## src/rtl/parc_mem_arb_pkg.sv

```systemverilog
// Shared memory-arbiter definitions: source tags and PARC memory message layouts.
// Latency: n/a; backpressure: n/a.
package parc_mem_arb_pkg;

  localparam logic PARC_MEM_ARB_SRC_IMEM = 1'b0;
  localparam logic PARC_MEM_ARB_SRC_DMEM = 1'b1;

  localparam int unsigned MEM_TYPE_NBITS = 1;
  localparam int unsigned MEM_LEN_NBITS  = 2;

  // Request message: {type, addr, len, data}; response message: {type, len, data}.
  function automatic int unsigned mem_req_msg_sz(input int unsigned addr_nbits,
                                                 input int unsigned data_nbits);
    return MEM_TYPE_NBITS + addr_nbits + MEM_LEN_NBITS + data_nbits;
  endfunction

  function automatic int unsigned mem_resp_msg_sz(input int unsigned data_nbits);
    return MEM_TYPE_NBITS + MEM_LEN_NBITS + data_nbits;
  endfunction

  typedef struct packed {
    logic        typ;
    logic [31:0] addr;
    logic [1:0]  len;
    logic [31:0] data;
  } mem_req_t;

  typedef struct packed {
    logic        typ;
    logic [1:0]  len;
    logic [31:0] data;
  } mem_resp_t;

endpackage

```

## src/rtl/parc_mem_arb_tag_queue.sv

```systemverilog
// In-order 1-bit source-tag FIFO of parameterised depth; push and pop may share a cycle.
// Latency: head visible the cycle after push; backpressure: push ignored when full, pop when empty.
module parc_mem_arb_tag_queue #(
  parameter int unsigned p_depth = 4
) (
  input  logic clk,
  input  logic reset,
  input  logic push,
  input  logic push_tag,
  input  logic pop,
  output logic head_tag,
  output logic empty,
  output logic full
);

  localparam int unsigned PTR_W = (p_depth > 1) ? $clog2(p_depth) : 1;
  localparam int unsigned CNT_W = $clog2(p_depth + 1);

  logic [p_depth-1:0] tags;
  logic [PTR_W-1:0]   rd_ptr;
  logic [PTR_W-1:0]   wr_ptr;
  logic [CNT_W-1:0]   count;
  logic               do_push;
  logic               do_pop;

  assign empty    = (count == '0);
  assign full     = (count == CNT_W'(p_depth));
  assign do_push  = push & ~full;
  assign do_pop   = pop & ~empty;
  assign head_tag = tags[rd_ptr];

  function automatic logic [PTR_W-1:0] ptr_inc(input logic [PTR_W-1:0] p);
    return (p == PTR_W'(p_depth - 1)) ? '0 : p + 1'b1;
  endfunction

  always_ff @(posedge clk) begin
    if (reset) begin
      rd_ptr <= '0;
      wr_ptr <= '0;
      count  <= '0;
    end else begin
      if (do_push) wr_ptr <= ptr_inc(wr_ptr);
      if (do_pop)  rd_ptr <= ptr_inc(rd_ptr);
      case ({do_push, do_pop})
        2'b10:   count <= count + 1'b1;
        2'b01:   count <= count - 1'b1;
        default: count <= count;
      endcase
    end
  end

  // Storage needs no reset: an entry is only read after it has been written.
  always_ff @(posedge clk) begin
    if (do_push) tags[wr_ptr] <= push_tag;
  end

endmodule

```

## src/rtl/parc_mem_arb.sv

```systemverilog
// Round-robin 2:1 arbiter of PARCv2 imem/dmem onto one memory port, steering in-order responses back.
// Latency: zero-cycle request and response paths; backpressure: memreq_rdy and tag-queue full stall the granted port.
module parc_mem_arb
  import parc_mem_arb_pkg::*;
#(
  parameter int unsigned p_addr_nbits   = 32,
  parameter int unsigned p_data_nbits   = 32,
  parameter int unsigned p_max_inflight = 4
) (
  input  logic                                                clk,
  input  logic                                                reset,

  input  logic [mem_req_msg_sz(p_addr_nbits, p_data_nbits)-1:0] imemreq_msg,
  input  logic                                                imemreq_val,
  output logic                                                imemreq_rdy,
  output logic [mem_resp_msg_sz(p_data_nbits)-1:0]            imemresp_msg,
  output logic                                                imemresp_val,

  input  logic [mem_req_msg_sz(p_addr_nbits, p_data_nbits)-1:0] dmemreq_msg,
  input  logic                                                dmemreq_val,
  output logic                                                dmemreq_rdy,
  output logic [mem_resp_msg_sz(p_data_nbits)-1:0]            dmemresp_msg,
  output logic                                                dmemresp_val,

  output logic [mem_req_msg_sz(p_addr_nbits, p_data_nbits)-1:0] memreq_msg,
  output logic                                                memreq_val,
  input  logic                                                memreq_rdy,
  input  logic [mem_resp_msg_sz(p_data_nbits)-1:0]            memresp_msg,
  input  logic                                                memresp_val,

  output logic                                                resp_err
);

  logic prio;
  logic grant_imem;
  logic grant_dmem;
  logic fire;
  logic resp_hit;
  logic q_head_tag;
  logic q_empty;
  logic q_full;

  // Request side: prio only breaks ties, so a lone valid port always wins.
  always_comb begin
    grant_dmem  = dmemreq_val & (~imemreq_val | prio);
    grant_imem  = imemreq_val & (~dmemreq_val | ~prio);
    memreq_val  = (imemreq_val | dmemreq_val) & ~q_full & ~reset;
    memreq_msg  = grant_dmem ? dmemreq_msg : imemreq_msg;
    imemreq_rdy = grant_imem & memreq_rdy & ~q_full & ~reset;
    dmemreq_rdy = grant_dmem & memreq_rdy & ~q_full & ~reset;
    fire        = memreq_val & memreq_rdy;
  end

  // Response side: data fans out to both ports, only the valids are steered.
  always_comb begin
    resp_hit     = memresp_val & ~q_empty & ~reset;
    imemresp_msg = memresp_msg;
    dmemresp_msg = memresp_msg;
    imemresp_val = resp_hit & (q_head_tag == PARC_MEM_ARB_SRC_IMEM);
    dmemresp_val = resp_hit & (q_head_tag == PARC_MEM_ARB_SRC_DMEM);
  end

  always_ff @(posedge clk) begin
    if (reset) begin
      prio     <= PARC_MEM_ARB_SRC_DMEM;
      resp_err <= 1'b0;
    end else begin
      if (fire)                   prio     <= ~grant_dmem;
      if (memresp_val && q_empty) resp_err <= 1'b1;
    end
  end

  parc_mem_arb_tag_queue #(
    .p_depth (p_max_inflight)
  ) u_tag_queue (
    .clk      (clk),
    .reset    (reset),
    .push     (fire),
    .push_tag (grant_dmem ? PARC_MEM_ARB_SRC_DMEM : PARC_MEM_ARB_SRC_IMEM),
    .pop      (resp_hit),
    .head_tag (q_head_tag),
    .empty    (q_empty),
    .full     (q_full)
  );

endmodule

```

## config.mk

```make
export PLATFORM = sky130hd
export DESIGN_NAME = parc_mem_arb
export DESIGN_NICKNAME = d
export VERILOG_FILES = /design/src/rtl/parc_mem_arb_pkg.sv /design/src/rtl/parc_mem_arb_tag_queue.sv /design/src/rtl/parc_mem_arb.sv
export SDC_FILE = /design/constraint.sdc
export NUM_CORES = 1
export LEC_CHECK = 0
export ABC_AREA = 1
export BUFFER_PORTS_ARGS = -buffer_cell sky130_fd_sc_hd__buf_4
export CORE_AREA = 2 2 124 126
export CTS_CLUSTER_SIZE = 24
export DETAILED_ROUTE_END_ITERATION = 16
export DIE_AREA = 0 0 126 128
export PLACE_DENSITY_LB_ADDON = 0.12
export SETUP_SLACK_MARGIN = 0.02
export SLEW_MARGIN = 20
export SYNTH_ARGS = -nofsm -noshare
export SYNTH_HDL_FRONTEND = slang
export SYNTH_HIERARCHICAL = 1
export SYNTH_SLANG_ARGS = --single-unit
```

## constraint.sdc

```tcl
create_clock -name clk -period 2.79 [get_ports clk]
set_clock_uncertainty 0.1 [all_clocks]
set_input_delay 0.1395 -clock clk [delete_from_list [all_inputs] [get_ports clk]]
set_output_delay 0.1395 -clock clk [all_outputs]
set_load 0.02 [all_outputs]
```

==> results.json, run 1 <==
{
  "drv_slew": 0,
  "final_hold_viol_count": 0,
  "fin_util": 0.235,
  "grt_pass1_vias": 2507,
  "clkSinkCount": 13,
  "crit_fanout": 7,
  "cp.arrival_ns": 2.23,
  "leakagePower_uw": 0.00208,
  "fin_crit_sh": 0.784,
  "firstDrtPassIters": 4,
  "fin_crit_ns": 2.19,
  "clock-root-buffer": "clkbuf_16",
  "vias_per_cell": 3.70,
  "synth_seq_cells": 13,
  "yosys_warnings": 6,
  "cts_made_buffers": 3,
  "synthTopCellsByArea": "nand2_1 38%, buf_4 26%, dfxtp_1 8.4%",
  "synthToLayoutAreaGrowth_pct": 62.4,
  "synth_top_area_share": 0.385,
  "wirelength_um": 9200,
  "p_total_uw": 1100,
  "hp-class": "in2reg",
  "synth_area_mm2": 0.00215,
  "num_rows": 45,
  "htreeDepth": 1,
  "routabilityCongestion": 0.766,
  "die_w_um": 126,
  "track_usage": 0.107,
  "vias": 2643,
  "cts.repair.resized": 0,
  "seq_area_frac_synth": 0.140,
  "yosys.area.top_type": "nand2_1",
  "clock_latency_ns": 0.24,
  "post_cts_buffers": 0,
  "vdd_drop_max_uv": 155,
  "hold_buffers": 0,
  "setup_viol": 0,
  "synth_nets": 574,
  "required_ns": 2.83,
  "syn_inst": 392,
  "reg2reg_to": "u_tag_queue/count[2]",
  "core_area_mm2": 0.0149,
  "ant_nets": 0,
  "cts.clk_slew.worst_paths_ns": 0.05,
  "r2r-start": "u_tag_queue/count[0]",
  "insertedDiodeCount": 0,
  "crit_path_end_kind": "flip-flop",
  "drt-initial-drc-count": 96,
  "nFillCells": 1746,
  "status": "completed",
  "reg2reg_slack_ns": 0.60,
  "die_height_um": 128,
  "drc": 0,
  "tightestPinTransition_ns": 0.691,
  "num-nets-final": 710,
  "crit_type": "reg2reg",
  "antenna_found_initial": 0,
  "critPathLaunch": "u_tag_queue/count[0]",
  "drv_cap": 0,
  "hpwlAfterDp_um": 7790,
  "grt_pass1_wl_um": 13700,
  "io_pins": 318,
  "portBuffers": 212,
  "finalSetupTns_ns": 0,
  "startpoint_type": "flip-flop",
  "final_cell_mix": "220 x nand2_1, 214 x buf_4, 21 x nor2_1, 21 x inv_1, 9 x dfxtp_1",
  "cts_tree": "done",
  "worstSetupEndpoint": "u_tag_queue/count[2]",
  "avgSynthCellArea_um2": 5.48,
  "ys_types": 23,
  "cellPowerDensity_mw_per_mm2": 317,
  "fmax_mhz": 457,
  "maxSlewHeadroom": 0.539,
  "layout-drive-gt1-share": 0.433,
  "grt_max_degree": 69,
  "grt_setup_unrepaired": "false",
  "grt_overflow": 0,
  "drt-wirelength-per-cell_um": 12.9,
  "rr_worst_depth": 16,
  "clockBufferDepth": 2,
  "hold_ws_ns": 0.0184,
  "initial_core_util": 0.144,
  "die_area_mm2": 0.0161,
  "min_path_cells": 2,
  "final_common_cell": "nand2_1"
}
[cell usage after synthesis]
library cell and n:
a21oi_1 8, buf_2 4, buf_4 73, buf_6 2, clkbuf_1 5, dfxtp_1 9
edfxtp_1 4, fa_1 1, ha_1 6, inv_1 21, inv_2 3, nand2_1 220
nand2_2 2, nand2_4 2, nand3_1 2, nand3b_1 2, nand4_1 1, nor2_1 21
nor2_2 1, nor2_4 1, nor3_1 1, o21ai_0 2, o21ai_2 1
[per-layer routing]
metal / routed length (µm) / share of wire / vias up / GRT usage
met1: 3190 / 0.35 / 1082 / 0.118
met2: 4700 / 0.51 / 186 / 0.188
li1: - / - / 1367 / -
met3: 1230 / 0.13 / 8 / 0.0472
met5: 0 / 0 / - / 0
met4: 76 / 0.0083 / 0 / 0.0246
[stage by stage]
| stage | cells | cell area (µm²) | setup WS [ns] |
|---|---|---|---|
| 3_5_place_dp | 711 | 3410 | 0.634 |
| 3_3_place_gp | 711 | 3410 | 0.671 |
| 5_1_grt | 715 | 3490 | 0.376 |
| 6_report | 715 | 3490 | 0.604 |
| 2_1_floorplan | 392 | 2150 | 0.808 |
| 4_1_cts | 715 | 3490 | 0.613 |
[flip-flops by register name, summed over array words and instances, names as in the netlist]
name and cells:
u_tag_queue/tags 4, u_tag_queue/rd_ptr 2, u_tag_queue/count 3, prio 1, resp_err 1, u_tag_queue/wr_ptr 2
[critical path, stage by stage (launching register included)]
cell and delay, ns:
dfxtp_1 0.34, nor2_4 0.16, nand2_4 0.08, inv_1 0.07, nor2_1 0.05, nand3_1 0.10
inv_1 0.09, nand2_4 0.11, ha_1 0.18, inv_1 0.07, fa_1 0.38, inv_1 0.07
nand2_1 0.06, nand3_1 0.07, nand2_1 0.05, inv_1 0.05, nor2_1 0.04
[layout make-up]
class | count | area, µm² | area share
Timing Repair Buffer | 215 | 1630 | 0.467
Multi-Input combinational cell | 271 | 1150 | 0.331
Sequential cell | 13 | 300 | 0.0861
Tap cell | 188 | 235 | 0.0675
Inverter | 24 | 90.1 | 0.0258
Clock buffer | 4 | 78.8 | 0.0226
[power breakdown]
group          total [µW]  internal (µW)  switching (µW)
Combinational         618            300             317
Sequential            214            205            8.98
Clock                 273            193            79.8
Total                1100            699             406
[logic make-up after synthesis]
group,Yosys count,synth area share
AO/OA/AOI/OAI,11,0.0274
flip-flops,13,0.140
AND/OR/NAND/NOR,253,0.463
adder cells (fa/ha/maj),7,0.0443
buffers and inverters,108,0.326
[worst min path at each step]
stage,from,endpoint,slack [ns]
2_1_floorplan,reset,resp_err,0.11
3_3_place_gp,memresp_msg[0],dmemresp_msg[0],0.18
3_5_place_dp,memresp_msg[0],dmemresp_msg[0],0.18
4_1_cts,reset,resp_err,0.03
5_1_grt,reset,resp_err,0.04
6_report,reset,resp_err,0.02
(Power assumes the default switching activity.)
==> run 2: changes to the inputs <==
CORE_AREA = 2 2 123 125   (was 2 2 124 126)
DIE_AREA = 0 0 125 127   (was 0 0 126 128)
clock period = 1.9 ns   (was 2.79 ns; I/O delays follow)
==> run 2 against run 1 <==
Against the previous run: register-to-register slack worse by 0.54 ns; hold slack got worse by 0.019 ns; clock power rose by 48%; largest cell class unchanged; the flow now finishes with violations (hold timing); largest power group unchanged.
==> results.json, run 2 (synthesized netlist as in run 1, its figures left out) <==
{
  "core_area_mm2": 0.0144,
  "cts_tree": "done",
  "leakagePower_uw": 0.00218,
  "cellPowerDensity_mw_per_mm2": 457,
  "startpoint_type": "flip-flop",
  "grt_overflow": 0,
  "hold_path.startpoint": "memresp_val",
  "tightestPinTransition_ns": 0.349,
  "portBuffers": 212,
  "largest_reg_flops": 4,
  "hpwlAfterDp_um": 9760,
  "fin_crit_sh": 0.967,
  "cts_made_buffers": 3,
  "wirelength_um": 11200,
  "routabilityCongestion": 0.825,
  "initial_core_util": 0.149,
  "reg_top3": "u_tag_queue/tags (4), u_tag_queue/count (3)",
  "die_height_um": 127,
  "final_hold_viol_count": 1,
  "vdd_drop_max_uv": 223,
  "top_register": "u_tag_queue/tags",
  "die_area_mm2": 0.0159,
  "insertedDiodeCount": 0,
  "use_met3": 0.0385,
  "maxSlewHeadroom": 0.767,
  "drt-initial-drc-count": 63,
  "layout-drive-gt1-share": 0.484,
  "setup_viol": 0,
  "vias_per_cell": 3.74,
  "crit_path_end_kind": "flip-flop",
  "ant_nets": 0,
  "vias": 2741,
  "met1_usage": 0.121,
  "die_w_um": 125,
  "num-nets-final": 731,
  "hp-class": "in2reg",
  "antenna_found_initial": 0,
  "grt_pass1_wl_um": 15700,
  "stdcell_area_mm2": 0.00370,
  "crit_type": "reg2reg",
  "htreeDepth": 1,
  "use_met2": 0.261,
  "critPathLaunch": "u_tag_queue/count[1]",
  "required_ns": 1.94,
  "grt_setup_unrepaired": "true",
  "clkSinkCount": 13,
  "drc": 0,
  "firstDrtPassIters": 4,
  "final_cell_mix": "233 x buf_4, 219 x nand2_1, 18 x nor2_1",
  "hold_ws_ns": -0.000683,
  "cts.clk_slew.worst_paths_ns": 0.05,
  "r2r-start": "u_tag_queue/count[1]",
  "clockBufferDepth": 2,
  "fin_cells": 732,
  "p_total_uw": 1690,
  "grt_pass1_vias": 2737,
  "final_common_cell": "buf_4",
  "placed_area_mm2": 0.00352,
  "fmax_mhz": 544,
  "track_usage": 0.127,
  "grt_max_degree": 50,
  "place_inst": 718,
  "status": "finished, violations left",
  "io_pins": 318,
  "fin_crit_ns": 1.84,
  "finalSetupTns_ns": 0,
  "drv_cap": 0,
  "synthToLayoutAreaGrowth_pct": 72.1,
  "drv_slew": 0,
  "busiest_layer": "met2",
  "clock-root-buffer": "clkbuf_16",
  "violations": "hold timing",
  "drt-wirelength-per-cell_um": 15.2,
  "crit_fanout": 3,
  "cp.arrival_ns": 1.88,
  "num_rows": 44,
  "clock_latency_ns": 0.24
}
-- run 2: changes by cell type in the layout (fill, tap and decap cells not counted), sizes merged --
cell	previous run	this run
dlygate4sd3	0	1
buf	215	235
-- run 2: layout make-up --
| type | count | area [µm²] |
|---|---|---|
| fillers | 1681 | 10700 |
| inverters | 24 | 90.1 |
| clock buffers | 4 | 78.8 |
| flip-flops and latches | 13 | 304 |
| repair buffers | 236 | 1800 |
| multi-input cells | 271 | 1190 |
| well taps | 184 | 230 |
-- run 2: worst max-delay path, cell delays in order, from the launching register on --
cell     delay (ns)
dfxtp_2        0.35
nor2_4         0.05
nand2_2        0.07
inv_2          0.04
nor2_2         0.06
nand2_1        0.07
inv_2          0.07
nand2_2        0.06
inv_2          0.06
ha_4           0.12
inv_2          0.04
fa_2           0.33
inv_1          0.06
nand2_1        0.06
nand3_1        0.06
nand2_1        0.05
inv_1          0.05
nor2_1         0.03
-- run 2: metrics by stage --
| step | setup WS [ns] | utilization |
|---|---|---|
| 2_1_floorplan | 0.0355 | - |
| 3_3_place_gp | -0.00270 | 0.244 |
| 3_5_place_dp | -0.0195 | 0.244 |
| 4_1_cts | 0.0196 | 0.253 |
| 5_1_grt | -0.0838 | 0.256 |
| 6_report | 0.0634 | 0.256 |
-- run 2: path summary, 6_finish.rpt --
kind,endpoint,slack [ns],cells after the start
setup / recovery,u_tag_queue/count[2],0.06,17
hold reg to reg,resp_err,0.37,2
setup reg to reg,u_tag_queue/count[2],0.06,17
hold / removal,resp_err,-0.0007,3
-- run 2: per-layer routing --
layer	vias to the layer above	share of wire
met3	9	0.090
met2	166	0.57
met5	-	0
met1	1159	0.32
li1	1407	-
met4	0	0.025
-- run 2: report_power, final --
| part | internal (µW) | leakage [µW] | total (µW) | switching [µW] |
|---|---|---|---|---|
| Clock | 283 | 0.0000382 | 403 | 119 |
| Sequential | 302 | 0.000111 | 315 | 12.9 |
| Combinational | 479 | 0.00203 | 971 | 492 |
-- run 2: what timing repair did --
item,4_1_cts,5_1_grt
resized for setup,2,9
hold buffers,1,0
pin swaps,1,3
hold endpoints to repair,2,0
setup buffers,5,4
endpoints found under the setup margin,2,6
gates cloned,0,0
